### src/rtl/smi_arbiter.sv
// Two-port round-robin arbiter in front of an SMI (MDIO) engine: latches one request,
// issues a single command pulse, waits for completion or timeout, then acks the requester.
module smi_arbiter #(
    parameter logic [31:0] TIMEOUT = 32'd200000
) (
    input  logic        clk,
    input  logic        rst_n,

    input  logic        req0_valid,
    input  logic        req0_write,
    input  logic [4:0]  req0_phy_addr,
    input  logic [4:0]  req0_reg_addr,
    input  logic [15:0] req0_wdata,
    output logic        req0_ack,
    output logic        req0_err,

    input  logic        req1_valid,
    input  logic        req1_write,
    input  logic [4:0]  req1_phy_addr,
    input  logic [4:0]  req1_reg_addr,
    input  logic [15:0] req1_wdata,
    output logic        req1_ack,
    output logic        req1_err,

    output logic [15:0] rsp_rdata,

    output logic        smi_read_req,
    output logic        smi_write_req,
    output logic [4:0]  smi_phy_addr,
    output logic [4:0]  smi_reg_addr,
    output logic [15:0] smi_write_data,
    input  logic [15:0] smi_read_data,
    input  logic        smi_data_valid,
    input  logic        smi_done,

    output logic        busy
);

    localparam logic [1:0] S_IDLE  = 2'd0;
    localparam logic [1:0] S_ISSUE = 2'd1;
    localparam logic [1:0] S_WAIT  = 2'd2;
    localparam logic [1:0] S_RESP  = 2'd3;

    logic [1:0]  state;
    logic        rr;
    logic        grant;
    logic        pick;
    logic        timed_out;
    logic        timeout_hit;
    logic        cmd_write;
    logic [4:0]  cmd_phy;
    logic [4:0]  cmd_reg;
    logic [15:0] cmd_wdata;
    logic [31:0] timer;

    // With both ports asking, the round-robin pointer decides; otherwise whoever asks wins.
    always_comb begin
        pick = 1'b0;
        if (req0_valid && req1_valid)
            pick = rr;
        else if (req1_valid)
            pick = 1'b1;
    end

    assign timeout_hit = (timer == TIMEOUT - 32'd1);

    always_ff @(posedge clk or negedge rst_n) begin
        if (!rst_n) begin
            state     <= S_IDLE;
            rr        <= 1'b0;
            grant     <= 1'b0;
            timed_out <= 1'b0;
            cmd_write <= 1'b0;
            cmd_phy   <= 5'd0;
            cmd_reg   <= 5'd0;
            cmd_wdata <= 16'd0;
        end else begin
            case (state)
                S_IDLE: begin
                    if (req0_valid || req1_valid) begin
                        grant     <= pick;
                        timed_out <= 1'b0;
                        cmd_write <= pick ? req1_write    : req0_write;
                        cmd_phy   <= pick ? req1_phy_addr : req0_phy_addr;
                        cmd_reg   <= pick ? req1_reg_addr : req0_reg_addr;
                        cmd_wdata <= pick ? req1_wdata    : req0_wdata;
                        state     <= S_ISSUE;
                    end
                end
                S_ISSUE: state <= S_WAIT;
                S_WAIT: begin
                    // A done arriving on the last allowed cycle still counts as success.
                    if (smi_done) begin
                        state     <= S_RESP;
                        rr        <= ~grant;
                        timed_out <= 1'b0;
                    end else if (timeout_hit) begin
                        state     <= S_RESP;
                        rr        <= ~grant;
                        timed_out <= 1'b1;
                    end
                end
                S_RESP:  state <= S_IDLE;
                default: state <= S_IDLE;
            endcase
        end
    end

    always_ff @(posedge clk or negedge rst_n) begin
        if (!rst_n)
            timer <= 32'd0;
        else if (state == S_WAIT)
            timer <= timer + 32'd1;
        else
            timer <= 32'd0;
    end

    always_ff @(posedge clk or negedge rst_n) begin
        if (!rst_n)
            rsp_rdata <= 16'd0;
        else if (state == S_WAIT && smi_data_valid && !cmd_write)
            rsp_rdata <= smi_read_data;
    end

    assign busy           = (state != S_IDLE);
    assign smi_read_req   = (state == S_ISSUE) && !cmd_write;
    assign smi_write_req  = (state == S_ISSUE) && cmd_write;
    assign smi_phy_addr   = cmd_phy;
    assign smi_reg_addr   = cmd_reg;
    assign smi_write_data = cmd_wdata;
    assign req0_ack       = (state == S_RESP) && !grant;
    assign req1_ack       = (state == S_RESP) && grant;
    assign req0_err       = req0_ack && timed_out;
    assign req1_err       = req1_ack && timed_out;

endmodule
### config.mk
export PLATFORM = sky130hd
export DESIGN_NAME = smi_arbiter
export DESIGN_NICKNAME = d
export VERILOG_FILES = /design/src/rtl/smi_arbiter.sv
export SDC_FILE = /design/constraint.sdc
export NUM_CORES = 1
export LEC_CHECK = 0
export ABC_AREA = 1
export BUFFER_PORTS_ARGS = -buffer_cell sky130_fd_sc_hd__buf_2
export CORE_UTILIZATION = 56
export CTS_CLUSTER_DIAMETER = 100
export DETAILED_ROUTE_END_ITERATION = 10
export PLACE_DENSITY_LB_ADDON = 0.12
export SYNTH_ARGS = -nofsm -noshare
export SYNTH_HDL_FRONTEND = slang
export SYNTH_SLANG_ARGS = --single-unit
### constraint.sdc
create_clock -name clk -period 3.7 [get_ports clk]
set_input_delay 0.925 -clock clk [delete_from_list [all_inputs] [get_ports clk]]
set_output_delay 0.925 -clock clk [all_outputs]
set_load 0.02 [all_outputs]
==> flow_summary.toml <==
[status]
status = "finished, final reports clean"

[final_layout]
multiInputGateArea_sq_um = 1880
regArea_sq_um = 2000
layout-drive-gt1-share = 0.284
area_growth_syn_to_layout_pct = 21.3
final_area_sq_um = 5030
n_antenna_cell = 0
num-fill-cells = 609
nNetsFinal = 732

[floorplanning]
core_sq_um = 7210
initial_core_util = 0.575
die_area_sq_um = 7760
die_h_um = 88.1
io_pins = 125
fp-row-count = 31
die_w_um = 88.1

[placed_design]
io_buffers = 124
dp_hpwl_um = 7530
dpl-instance-area_sq_um = 4860
pre_cts_slack_ps = 1710
place_congestion = 0.939

[cts]
postCtsSetupRepairBufs = 0
clk_latency_ps = 350
root_buffer = "clkbuf_8"
h-tree-depth = 3
cts_buffers = 9
cts_tree = "yes"
cts.hold.buffers_added = 0
cts_buffer_depth = 2
clock-sinks = 80
cts_resized = 0
cts.reportedPaths.clkPinSlew_ps = 90

[timing]
hold_violations = 0
finalSetupViolations = 0
min_period_ps = 2290
setup_slack_ps = 1410
hold_slack_ps = 490
fin_setup_tns_ps = 0
max_freq_ghz = 0.436
finalCritPeriodShare = 0.620
clock_skew_ps = 11.8
max_slew.worst_pin.slew_ps = 991
rsz0062_at_grt = "no"
maxSlewHeadroom = 0.339
slew_viol_final = 0

[synth]
synthesis.area_sq_um = 4150
syn_inst = 526
synthDistinctLibCells = 33
synth.most_common_cell = "nand2_1"
synth_edf_count = 0
async_reset_ff_frac = 1.00
yosysWarningCount = 0
ys_seq_area_frac = 0.482
synth_seq_cells = 80
avgSynthCellArea_sq_um = 7.89
post-synth-top-area-cell = "dfrtp_1"
synth-main-ff-cell = "dfrtp_1"
synth.top_cells.by_area = "dfrtp_1 48%, nand2_1 12%, nor2_1 8.5%"
yosys-top-cells-count = "129 x nand2_1, 94 x nor2_1, 80 x dfrtp_1, 50 x inv_1, 50 x o21ai_0"
synth_top_area_frac = 0.482
synth_nets = 607

[drt]
vias = 3858
dr.pass1.iters = 5
highest_layer = "met4"
wirelength_um = 10100
wl_met1_um = 4220
dr_wl_met2_um = 5070
wire_per_inst_um = 13.3
drtIter0Drc = 249
ant_nets = 0
vias_per_cell = 5.11
drcViolationCount = 0
wl_met3_um = 565

[power]
power_density_nw_per_um2 = 641
cellLeakagePower_nw = 2.51
peakVddDrop_mv = 0.456
p_total_w = 0.00323

[grt]
grt_remaining_overflow = 0
grt_pass1_wl_um = 16800
grt_pass1_vias = 3787
grt_usage = 0.282
antenna_found_initial = 0
grt_max_degree = 81

[critical_path]
endpoint_kind = "primary output"
reg2reg_to = "timed_out$_DFFE_PN0P_"
cp_max_fo = 4
crit_path_start_kind = "register"
rrSetupSlack_ps = 1780
crit_type = "reg -> out"
worstReg2RegStart = "state[0]$_DFFE_PN0P_"
r2r_cells = 9
arrival_ps = 1370
cp.required_ps = 2770

[min_path]
min-delay-start = "smi_phy_addr[2]$_DFFE_PN0P_"
hold_class = "reg -> reg"
hold_path_end = "smi_phy_addr[2]$_DFFE_PN0P_"
hold_depth = 2

[run]
maxCapViolCount = 0
[state kept, by name, indices dropped and copies added, names as in the netlist]
name / cells
smi_phy_addr: 5
timed_out: 1
cmd_write: 1
smi_reg_addr: 5
grant: 1
rsp_rdata: 16
timer: 32
smi_write_data: 16
state: 2
rr: 1
[stage by stage]
stage,utilization,std cells
after floorplan,-,526
after global placement,0.673,739
after detailed placement,0.673,739
after CTS,0.698,755
after global routing,0.698,755
final,0.698,755
[worst max path at each step]
stage	startpoint	depth (start not counted)	endpoint
final	state[0]$_DFFE_PN0P_	4	busy
after global routing	state[1]$_DFFE_PN0P_	5	smi_read_req
after CTS	state[0]$_DFFE_PN0P_	4	busy
after detailed placement	req0_valid	6	smi_write_data[7]$_DFFE_PN0P_
after global placement	state[0]$_DFFE_PN0P_	4	req0_err
after floorplan	state[0]$_DFFE_PN0P_	3	req0_err
[cells in the final DEF, fill, tap and decap left out]
cell and n:
nand2_1 129, buf_2 123, nor2_1 94, dfrtp_1 80, inv_1 50, o21ai_0 50, nand3_1 16, mux2_2 16
o21ai_1 14, a21oi_1 12, nor3_1 9, clkbuf_8 9, inv_2 5, nand2_2 5, xor2_1 5, ha_1 5
nor2_2 4, nand4_1 4, buf_4 4, nor3_2 3, nand3_2 2, clkinv_4 2, inv_6 2, clkinvlp_4 2
nor2_8 1, nand2_4 1, nor2_4 1, and2_4 1, nor3_4 1, nor3b_2 1, a31oi_1 1, o21ai_4 1
a21oi_2 1, o22ai_1 1, clkinv_2 1
[metal layers]
| metal | vias up | global-route usage |
|---|---|---|
| met5 | - | 0 |
| met1 | 1797 | 0.349 |
| met3 | 20 | 0.0584 |
| met2 | 122 | 0.474 |
| li1 | 1919 | - |
| met4 | 0 | 0.132 |
[worst max-delay path, stage by stage (launching register included)]
cell and delay [ps]:
dfrtp_1 400, inv_1 90, ha_1 220, inv_1 140
buf_2 190
[power by group]
part	internal (W)	leakage [nW]	switching [W]
clock	0.000249	0.0862	0.000344
combinational	0.000469	1.39	0.000862
sequential	0.00115	1.03	0.000156
total	0.00187	2.51	0.00136
[cell type report]
cell class	count	share of cell area
Clock buffer	9	0.0246
Clock inverter	7	0.0109
Inverter	55	0.0410
Multi-Input combinational cell	378	0.373
Sequential cell	80	0.398
Tap cell	99	0.0246
Timing Repair Buffer	127	0.128
[cells by family (layout without fill, tap and decap cells)]
family	after synthesis	in the layout	synth area share
and+or+nand+nor	272	272	0.283
AOI/OAI and AO/OA	80	80	0.101
DFF	80	80	0.482
buffers and inverters	68	198	0.0651
muxes	16	16	0.0434
adders and majority gates	5	5	0.0151
xor gates and xnor gates	5	5	0.0106
No activity file was read; power rests on OpenSTA's default activity.
